==> src/rtl/byte_to_word_rx_if.sv <==
// -----------------------------------------------------------------------------
// byte_to_word_rx_if
// Bundles the serial line, mode/enable controls and the delivery outputs of
// the byte/word UART receiver. Clock and reset stay plain ports on the
// receiver itself.
//   master : the side that drives the line and consumes bytes/words
//   slave  : the receiver
// Signals:
//   enable        receiver enable (low = hold in IDLE, clear word assembly)
//   i_mode_select 0 = byte mode, 1 = word mode
//   i_serial      asynchronous 8N1 serial line, idle high
//   o_byte        last good byte
//   o_byte_valid  1-cycle pulse when o_byte updates
//   o_word        last completed word (first byte in [31:24])
//   o_done        1-cycle pulse per delivered unit (byte or word)
//   o_error       1-cycle pulse on framing error
//   main_state    current FSM state (debug)
// -----------------------------------------------------------------------------
interface byte_to_word_rx_if;
    logic        enable;
    logic        i_mode_select;
    logic        i_serial;
    logic [7:0]  o_byte;
    logic        o_byte_valid;
    logic [31:0] o_word;
    logic        o_done;
    logic        o_error;
    logic [2:0]  main_state;

    modport master (
        output enable, i_mode_select, i_serial,
        input  o_byte, o_byte_valid, o_word, o_done, o_error, main_state
    );

    modport slave (
        input  enable, i_mode_select, i_serial,
        output o_byte, o_byte_valid, o_word, o_done, o_error, main_state
    );
endinterface

==> src/rtl/byte_to_word_rx.sv <==
// -----------------------------------------------------------------------------
// byte_to_word_rx
// 8N1 UART receiver (idle high, LSB first) that delivers either single bytes
// or 32-bit words built from four consecutive bytes, first byte in [31:24].
// Ports:
//   clock  system clock, rising edge
//   reset  synchronous active-high reset
//   bus    byte_to_word_rx_if.slave (line, controls, outputs, debug state)
// Parameter:
//   CLKS_PER_BIT  clock cycles per bit period (>= 4)
// -----------------------------------------------------------------------------
module byte_to_word_rx #(
    parameter int CLKS_PER_BIT = 868
) (
    input  logic               clock,
    input  logic               reset,
    byte_to_word_rx_if.slave   bus
);

    localparam int CNT_W = $clog2(CLKS_PER_BIT);
    localparam logic [CNT_W-1:0] HALF_LAST = CNT_W'((CLKS_PER_BIT - 1) / 2);
    localparam logic [CNT_W-1:0] BIT_LAST  = CNT_W'(CLKS_PER_BIT - 1);

    typedef enum logic [2:0] {
        ST_IDLE    = 3'd0,
        ST_START   = 3'd1,
        ST_DATA    = 3'd2,
        ST_STOP    = 3'd3,
        ST_CLEANUP = 3'd4
    } state_t;

    state_t           state_reg, state_next;
    logic             rx_meta_reg, rx_s_reg;
    logic [CNT_W-1:0] clk_cnt_reg, clk_cnt_next;
    logic [2:0]       bit_idx_reg, bit_idx_next;
    logic [7:0]       shift_reg, shift_next;
    logic [1:0]       cnt_reg, cnt_next;
    // Only the three pending bytes of a word need storage; the fourth byte
    // completes the word directly, so the oldest byte never needs shifting up.
    logic [23:0]      acc_reg, acc_next;
    logic             mode_reg, mode_next;
    logic             mode_eff;
    logic [7:0]       o_byte_reg, o_byte_next;
    logic [31:0]      o_word_reg, o_word_next;
    logic             byte_valid_reg, byte_valid_next;
    logic             done_reg, done_next;
    logic             error_reg, error_next;

    // Two-flop synchroniser; both stages idle high so reset looks like line idle.
    always_ff @(posedge clock) begin
        if (reset) begin
            rx_meta_reg <= 1'b1;
            rx_s_reg    <= 1'b1;
        end else begin
            rx_meta_reg <= bus.i_serial;
            rx_s_reg    <= rx_meta_reg;
        end
    end

    // State and datapath registers.
    always_ff @(posedge clock) begin
        if (reset) begin
            state_reg      <= ST_IDLE;
            clk_cnt_reg    <= '0;
            bit_idx_reg    <= '0;
            shift_reg      <= '0;
            cnt_reg        <= '0;
            acc_reg        <= '0;
            mode_reg       <= 1'b0;
            o_byte_reg     <= '0;
            o_word_reg     <= '0;
            byte_valid_reg <= 1'b0;
            done_reg       <= 1'b0;
            error_reg      <= 1'b0;
        end else begin
            state_reg      <= state_next;
            clk_cnt_reg    <= clk_cnt_next;
            bit_idx_reg    <= bit_idx_next;
            shift_reg      <= shift_next;
            cnt_reg        <= cnt_next;
            acc_reg        <= acc_next;
            mode_reg       <= mode_next;
            o_byte_reg     <= o_byte_next;
            o_word_reg     <= o_word_next;
            byte_valid_reg <= byte_valid_next;
            done_reg       <= done_next;
            error_reg      <= error_next;
        end
    end

    // Next-state logic. Dropping enable overrides everything.
    always_comb begin
        state_next = state_reg;
        if (!bus.enable) begin
            state_next = ST_IDLE;
        end else begin
            case (state_reg)
                ST_IDLE: begin
                    if (!rx_s_reg)
                        state_next = ST_START;
                end
                ST_START: begin
                    // Mid start bit: still low means a real frame, else a glitch.
                    if (clk_cnt_reg == HALF_LAST)
                        state_next = rx_s_reg ? ST_IDLE : ST_DATA;
                end
                ST_DATA: begin
                    if (clk_cnt_reg == BIT_LAST && bit_idx_reg == 3'd7)
                        state_next = ST_STOP;
                end
                ST_STOP: begin
                    if (clk_cnt_reg == BIT_LAST)
                        state_next = ST_CLEANUP;
                end
                ST_CLEANUP: state_next = ST_IDLE;
                default:    state_next = ST_IDLE;
            endcase
        end
    end

    // Output / datapath logic. Pulses are computed here on the stop-bit
    // sample and registered, so they are visible exactly while in CLEANUP.
    always_comb begin
        clk_cnt_next    = clk_cnt_reg;
        bit_idx_next    = bit_idx_reg;
        shift_next      = shift_reg;
        cnt_next        = cnt_reg;
        acc_next        = acc_reg;
        mode_next       = mode_reg;
        mode_eff        = mode_reg;
        o_byte_next     = o_byte_reg;
        o_word_next     = o_word_reg;
        byte_valid_next = 1'b0;
        done_next       = 1'b0;
        error_next      = 1'b0;

        if (!bus.enable) begin
            clk_cnt_next = '0;
            bit_idx_next = '0;
            cnt_next     = '0;
            acc_next     = '0;
        end else begin
            case (state_reg)
                ST_START: begin
                    if (clk_cnt_reg == HALF_LAST)
                        clk_cnt_next = '0;
                    else
                        clk_cnt_next = clk_cnt_reg + CNT_W'(1);
                end
                ST_DATA: begin
                    if (clk_cnt_reg == BIT_LAST) begin
                        clk_cnt_next          = '0;
                        shift_next[bit_idx_reg] = rx_s_reg;
                        bit_idx_next          = bit_idx_reg + 3'd1;  // wraps to 0 after bit 7
                    end else begin
                        clk_cnt_next = clk_cnt_reg + CNT_W'(1);
                    end
                end
                ST_STOP: begin
                    if (clk_cnt_reg == BIT_LAST) begin
                        clk_cnt_next = '0;
                        if (rx_s_reg) begin
                            // Mode is only (re)latched at a word boundary so a
                            // word in progress cannot change mode midway.
                            if (cnt_reg == 2'd0) begin
                                mode_eff  = bus.i_mode_select;
                                mode_next = bus.i_mode_select;
                            end
                            o_byte_next     = shift_reg;
                            byte_valid_next = 1'b1;
                            if (!mode_eff) begin
                                done_next = 1'b1;
                            end else begin
                                acc_next = {acc_reg[15:0], shift_reg};
                                cnt_next = cnt_reg + 2'd1;
                                if (cnt_reg == 2'd3) begin
                                    o_word_next = {acc_reg, shift_reg};
                                    done_next   = 1'b1;
                                end
                            end
                        end else begin
                            // Framing error: drop the byte and restart word alignment.
                            error_next = 1'b1;
                            cnt_next   = 2'd0;
                        end
                    end else begin
                        clk_cnt_next = clk_cnt_reg + CNT_W'(1);
                    end
                end
                default: begin
                    clk_cnt_next = '0;
                    bit_idx_next = '0;
                end
            endcase
        end
    end

    assign bus.o_byte       = o_byte_reg;
    assign bus.o_byte_valid = byte_valid_reg;
    assign bus.o_word       = o_word_reg;
    assign bus.o_done       = done_reg;
    assign bus.o_error      = error_reg;
    assign bus.main_state   = state_reg;

endmodule

==> src/flat_wrapper.sv <==
// flat-port wrapper written by rule: the top's interface ports become plain ports
module byte_to_word_rx_flat 
#(
    parameter int CLKS_PER_BIT = 868
)
  (clock, reset, bus_enable, bus_i_mode_select, bus_i_serial, bus_o_byte, bus_o_byte_valid, bus_o_word, bus_o_done, bus_o_error, bus_main_state);
  byte_to_word_rx_if bus_i ();
  input  logic clock;
  input  logic reset;
  input wire logic [$bits(bus_i.enable)-1:0] bus_enable;
  input wire logic [$bits(bus_i.i_mode_select)-1:0] bus_i_mode_select;
  input wire logic [$bits(bus_i.i_serial)-1:0] bus_i_serial;
  output wire logic [$bits(bus_i.o_byte)-1:0] bus_o_byte;
  output wire logic [$bits(bus_i.o_byte_valid)-1:0] bus_o_byte_valid;
  output wire logic [$bits(bus_i.o_word)-1:0] bus_o_word;
  output wire logic [$bits(bus_i.o_done)-1:0] bus_o_done;
  output wire logic [$bits(bus_i.o_error)-1:0] bus_o_error;
  output wire logic [$bits(bus_i.main_state)-1:0] bus_main_state;
  assign bus_i.enable = bus_enable;
  assign bus_i.i_mode_select = bus_i_mode_select;
  assign bus_i.i_serial = bus_i_serial;
  assign bus_o_byte = bus_i.o_byte;
  assign bus_o_byte_valid = bus_i.o_byte_valid;
  assign bus_o_word = bus_i.o_word;
  assign bus_o_done = bus_i.o_done;
  assign bus_o_error = bus_i.o_error;
  assign bus_main_state = bus_i.main_state;
  byte_to_word_rx #(.CLKS_PER_BIT(CLKS_PER_BIT)) u_core (.clock(clock), .reset(reset), .bus(bus_i));
endmodule
==> config.mk <==
export PLATFORM = sky130hd
export DESIGN_NAME = byte_to_word_rx_flat
export DESIGN_NICKNAME = d
export VERILOG_FILES = /design/src/rtl/byte_to_word_rx_if.sv /design/src/rtl/byte_to_word_rx.sv /design/src/flat_wrapper.sv
export SDC_FILE = /design/constraint.sdc
export NUM_CORES = 1
export LEC_CHECK = 0
export CELL_PAD_IN_SITES_DETAIL_PLACEMENT = 2
export CELL_PAD_IN_SITES_GLOBAL_PLACEMENT = 2
export CORE_UTILIZATION = 33
export CTS_CLUSTER_DIAMETER = 50
export DETAILED_ROUTE_END_ITERATION = 10
export HOLD_SLACK_MARGIN = 0.06
export MAX_ROUTING_LAYER = met4
export PLACE_DENSITY_LB_ADDON = 0.05
export SLEW_MARGIN = 20
export SYNTH_ARGS = -nofsm -noshare
export SYNTH_HDL_FRONTEND = slang
export SYNTH_SLANG_ARGS = --single-unit
==> constraint.sdc <==
create_clock -name clock -period 2.15 [get_ports clock]
set_input_delay 0.215 -clock clock [delete_from_list [all_inputs] [get_ports clock]]
set_output_delay 0.215 -clock clock [all_outputs]
set_load 0.01 [all_outputs]
==> qor.yml, run 1 <==
rows: 40
async_flop_share: 0
clk_path_buf_depth: 2
peakVddDrop_uv: 486
pwr-share-seq: 0.499
cts_setup_buffers: 0
io_buffers: 50
gr-total-overflow: 0
cp_max_fo: 32
syn_area_um2: 4100
post-place-ws_ps: 198
required_ps: 2420
cts_tree: "yes"
p_switching_mw: 0.754
p_int_mw: 2.81
synth_compound_area_frac: 0.196
hold_viol: 0
yosysWarnings: 0
cp.arrival_ps: 2170
min_period_ps: 1900
wire_per_inst_um: 18.9
die_area_um2: 12900
status: "finished, final reports clean"
die_h_um: 113
power_frac_clock: 0.478
maxSlewHeadroom: 0.611
slew_violations: 0
timing.rr.start: "u_core.cnt_reg[0]"
vias: 3735
cts.sinks: 96
synth-xor-area-share: 0.0171
synth_edf_count: 0
maxCapViolations: 0
rsz0062_at_grt: "false"
hold_class: "in -> reg"
fp.dieW_um: 113
synth_flop_cell: "dfxtp_1"
crit_path_end_kind: "flip-flop"
crit_chain: "inv_1 > ha_1 > mux2_2 > nand2_1 > buf_4 > o21ai_0 > a21oi_1"
drt_iter0_drc: 125
worstMarginPinSlew_ps: 584
min_path_cells: 4
dp.final_hpwl_um: 8610
syn_nets: 484
htreeDepth: 3
synth-seq-cells: 96
min_to: "u_core.bit_idx_reg[2]"
final_nets: 519
final_core_util: 0.418
synth_top_family_by_area: "simple AND/OR/NAND/NOR gates"
grt_pass1_vias: 3972
initial_core_util: 0.340
start_kind: "flip-flop"
setup_slack_ps: 251
cts_root_buf: "clkbuf_16"
cts-buffers-inserted: 9
drcViolationCount: 0
yosys.area_share.adder: 0.0183
grtUsageTotal: 0.217
ys_seq_area_frac: 0.469
netlist_instances: 473
yosys.area_share.simple: 0.217
tns_ps: 0
pwr_density_cell_nw_per_um2: 708
critical_path_class: "reg -> reg"
grt_max_degree: 54
grt_pass1_wl_um: 21000
antenna_found_initial: 0
largest_register_ffs: 32
final_common_cell: "dfxtp_1"
swShare: 0.211
core_um2: 12100
synth_cell_types: 50
cts_resized: 0
r2r_slack_ps: 250
drtPass1Iterations: 4
hold_buffers: 0
reg2reg_depth: 7
max_stage_delay_ps: 410
fin_skew_ps: 6.07
hold_slack_ps: 382
path_clk_slew_ps: 70
hp-start: "reset"
r2r_end: "u_core.bus.o_word[14]"
syn_to_final_growth_pct: 23.2
combPwrFrac: 0.023
pin_count: 51
routed_wl_um: 12900
n_antenna_cell: 0
cp_slowest_cell: "dfxtp_1"
place_congestion: 0.779
fmax_mhz: 527
muxShareOfSynthArea: 0.0101
ant_nets: 0
synth_area_per_cell_um2: 8.66
p_leak_nw: 1.57
min_period_over_period: 0.883
final_layout_size_suffix_gt1_frac: 0.107
setup_viol: 0
viasPerCell: 5.48
layout_common_cells: "96 x dfxtp_1, 78 x a21oi_1, 61 x o21ai_0"
clock_latency_ps: 350
## area by class of cell
class / instances / area [µm²]
fillers: 1336 / 7020
flip-flops and latches: 96 / 1920
multi-input cells: 323 / 1880
repair buffers: 72 / 698
clock buffers: 10 / 229
well taps: 168 / 210
clock inverters: 6 / 83.8
inverters: 6 / 22.5
## worst max-delay path by stage
stage	slack, ps	start	to
after floorplan	380	u_core.cnt_reg[0]	u_core.bus.o_word[21]
after global placement	240	bus_enable	u_core.clk_cnt_reg[8]
after detailed placement	200	bus_enable	u_core.clk_cnt_reg[9]
after CTS	220	u_core.cnt_reg[0]	u_core.bus.o_word[14]
after global routing	140	u_core.cnt_reg[0]	u_core.bus.o_word[14]
final	250	u_core.cnt_reg[0]	u_core.bus.o_word[14]
## kinds of logic (layout without fill, tap and decap cells)
family	Yosys count	count (layout)
fa+ha+maj	6	6
xor+xnor	8	8
simple gates	151	151
compound gates	154	154
flops	96	96
buf+inv	54	94
mux	4	4
## synth_stat cells (all sizes together) (2+ instances only)
library cell	number	area share
clkbuf	34	0.039
nand4	40	0.065
o32ai	2	0.0043
and4	6	0.014
nor2	19	0.017
nor2b	2	0.0031
and2	2	0.0031
o31ai	2	0.0037
a21oi	78	0.095
nand3	47	0.057
dfxtp	96	0.47
xnor2	3	0.0064
xor2	5	0.011
and3	2	0.0034
nand2	14	0.013
mux2i	3	0.0073
and4bb	2	0.0061
nand2b	2	0.0031
o21ai	66	0.081
ha	6	0.018
inv	6	0.0055
or2	3	0.0046
buf	14	0.028
a31oi	2	0.0031
## per-stage QoR
stage          power [mW]  instances  instance area [µm²]
2_1_floorplan        1.88        473                 4100
3_3_place_gp         1.90        665                 4730
3_5_place_dp         1.90        665                 4730
4_1_cts              3.62        681                 5040
5_1_grt              3.68        681                 5040
6_report             3.57        681                 5040
## metal layers
metal  global-route usage  vias up  wire length (µm)
met1                0.237     1880              5540
li1                     -     1794                 -
met4               0.0544        0               187
met2                0.396       46              6900
met3               0.0531       15               266
met5                    -        -                 0
## power by group through the flow
stage	logic (mW)	clock network, mW	registers [mW]
2_1_floorplan	0.0541	0	1.82
3_3_place_gp	0.0799	0	1.82
3_5_place_dp	0.0810	0	1.82
4_1_cts	0.0819	1.75	1.78
5_1_grt	0.0878	1.81	1.78
6_report	0.0812	1.71	1.78
## worst max-delay path, delay by kind of cell (launching register included)
kind / cells / cell delay (ps)
buffers and inverters: 2 / 390
AND/OR/NAND/NOR: 1 / 80
adder cells (fa/ha/maj): 1 / 240
AO/OA/AOI/OAI: 2 / 370
multiplexers: 1 / 320
flip-flops: 1 / 410
No activity file was read; power rests on OpenSTA's default activity.
==> run 2, diff against run 1 <==
--- a/config.mk
+++ b/config.mk
@@ -5,11 +5,12 @@
 export SDC_FILE = /design/constraint.sdc
 export NUM_CORES = 1
 export LEC_CHECK = 0
-export CELL_PAD_IN_SITES_DETAIL_PLACEMENT = 2
-export CELL_PAD_IN_SITES_GLOBAL_PLACEMENT = 2
-export CORE_UTILIZATION = 33
+export CELL_PAD_IN_SITES_DETAIL_PLACEMENT = 0
+export CELL_PAD_IN_SITES_GLOBAL_PLACEMENT = 1
+export CORE_UTILIZATION = 42
 export CTS_CLUSTER_DIAMETER = 50
 export DETAILED_ROUTE_END_ITERATION = 10
+export GPL_ROUTABILITY_DRIVEN = 0
 export HOLD_SLACK_MARGIN = 0.06
 export MAX_ROUTING_LAYER = met4
 export PLACE_DENSITY_LB_ADDON = 0.05
==> run 2 against run 1 <==
Effect of this change:
- worst setup slack gained 100 ps
- critical path depth is the same
- wire length shrank 20%
- cell area shrank 3.9%
- combinational power shrank 2%
- core utilization grew 10 points
- clock-buffer cell count is the same
- largest power group unchanged
==> qor.yml, run 2 (synthesis results as in run 1) <==
final_nets: 517  # was 519
layout_common_cells: "96 x dfxtp_1, 78 x a21oi_1, 61 x o21ai_0"  # unchanged
finalPower_mw: 3.00  # was 3.57 mW
min_period_over_period: 0.837  # was 0.883
n_antenna_cell: 0  # unchanged
p_switching_mw: 0.729  # was 0.754 mW
place_inst: 624  # was 665
fmax_mhz: 556  # was 527 MHz
ant_nets: 0  # unchanged
drtPass1Iterations: 4  # unchanged
core_um2: 9330  # was 12100 µm²
final_layout_size_suffix_gt1_frac: 0.106  # was 0.107
grt_pass1_wl_um: 17200  # was 21000 µm
seqCellArea_um2: 1920  # unchanged
worstMarginPinSlew_ps: 575  # was 584 ps
peakVddDrop_uv: 260  # was 486 µV
htreeDepth: 3  # unchanged
cts.sinks: 96  # unchanged
path_clk_slew_ps: 100  # was 70 ps
fp.dieW_um: 101  # was 113 µm
fill_cells: 954  # was 1336
setup_viol: 0  # unchanged
antenna_found_initial: 0  # unchanged
largest_register_ffs: 32  # unchanged
clock_latency_ps: 360  # was 350 ps
drcViolationCount: 0  # unchanged
grtUsageTotal: 0.222  # was 0.217
swShare: 0.243  # was 0.211
final_cell_count_no_fill: 640  # was 681
pwr_density_cell_nw_per_um2: 619  # was 708 nW/µm²
start_kind: "flip-flop"  # unchanged
status: "finished, final reports clean"  # unchanged
multi_input_area_um2: 1880  # unchanged
min_period_ps: 1800  # was 1900 ps
die_area_um2: 10100  # was 12900 µm²
cts_resized: 0  # unchanged
slew_violations: 0  # unchanged
routed_wl_um: 10300  # was 12900 µm
p_leak_nw: 1.49  # was 1.57 nW
wire_per_inst_um: 16.1  # was 18.9 µm
maxCapViolations: 0  # unchanged
cts_setup_buffers: 0  # unchanged
cp.arrival_ps: 2090  # was 2170 ps
hold_buffers: 0  # unchanged
final_common_cell: "dfxtp_1"  # unchanged
rows: 35  # was 40
initial_core_util: 0.439  # was 0.340
gr-total-overflow: 0  # unchanged
final_core_util: 0.519  # was 0.418
io_buffers: 50  # unchanged
tns_ps: 0  # unchanged
pin_count: 51  # unchanged
drt_iter0_drc: 126  # was 125
maxSlewHeadroom: 0.617  # was 0.611
vias: 3597  # was 3735
p_int_mw: 2.27  # was 2.81 mW
required_ps: 2440  # was 2420 ps
fin_skew_ps: 8.28  # was 6.07 ps
dp.final_hpwl_um: 6860  # was 8610 µm
wl_met1_um: 4830  # was 5540 µm
dr.max_layer_used: "met4"  # unchanged
hold_viol: 0  # unchanged
cts-buffers-inserted: 9  # unchanged
rsz0062_at_grt: "false"  # unchanged
cts_tree: "yes"  # unchanged
grt_pass1_vias: 3484  # was 3972
syn_to_final_growth_pct: 18.3  # was 23.2%
pwr-share-seq: 0.594  # was 0.499
clk_path_buf_depth: 2  # unchanged
combPwrFrac: 0.026  # was 0.023
power_frac_clock: 0.379  # was 0.478
wl_met3_um: 210  # was 266 µm
die_h_um: 101  # was 113 µm
wl_met2_um: 5120  # was 6900 µm
crit_path_end_kind: "flip-flop"  # unchanged
cp_max_fo: 20  # was 32
viasPerCell: 5.62  # was 5.48
hold_class: "in -> reg"  # unchanged
critical_path_class: "reg -> reg"  # unchanged
grt_max_degree: 54  # unchanged
cts_root_buf: "clkbuf_8"  # was clkbuf_16
==> run 2: power by group through the flow <==
stage	clock network [mW]	logic (mW)	registers, mW
2_1_floorplan	0	0.0541	1.82
3_3_place_gp	0	0.0785	1.82
3_5_place_dp	0	0.0788	1.82
4_1_cts	1.17	0.0789	1.78
5_1_grt	1.26	0.0857	1.78
6_report	1.14	0.0793	1.78
==> run 2: cell type report <==
class                           instances  area share
Inverter                                6     0.00465
Timing Repair Buffer                   70       0.138
Sequential cell                        96       0.397
Tap cell                              129      0.0333
Clock buffer                           10      0.0284
Multi-Input combinational cell        323       0.388
Clock inverter                          6      0.0108
==> run 2: through the flow <==
stage	setup slack, ps	hold slack [ps]	area, µm²
global placement	238	393	4650
detailed placement	194	393	4650
CTS	313	308	4840
finish	351	323	4840
floorplan	375	319	4100
global route	195	334	4840
==> run 2: worst paths after layout <==
kind | startpoint | end | slack [ps] | cells after the start
worst max-delay path | u_core.cnt_reg[0] | u_core.bus.o_word[4] | 350 | 7
worst min-delay path | reset | u_core.bit_idx_reg[2] | 320 | 4
worst max register to register | u_core.cnt_reg[0] | u_core.bus.o_word[4] | 350 | 7
worst min register to register | u_core.rx_meta_reg | u_core.rx_s_reg | 420 | 1
==> run 2: metal layers <==
layer,up-vias,track usage
met5,-,-
met4,0,0.0780
met3,10,0.0270
met2,54,0.365
met1,1733,0.282
li1,1800,-
==> run 2: critical path, cell delays in order (launching register included) <==
cell and delay (ps):
dfxtp_1 410, inv_1 70, ha_1 220, mux2_2 300, and2_1 180, buf_4 250
nand4_1 140, a21oi_1 160
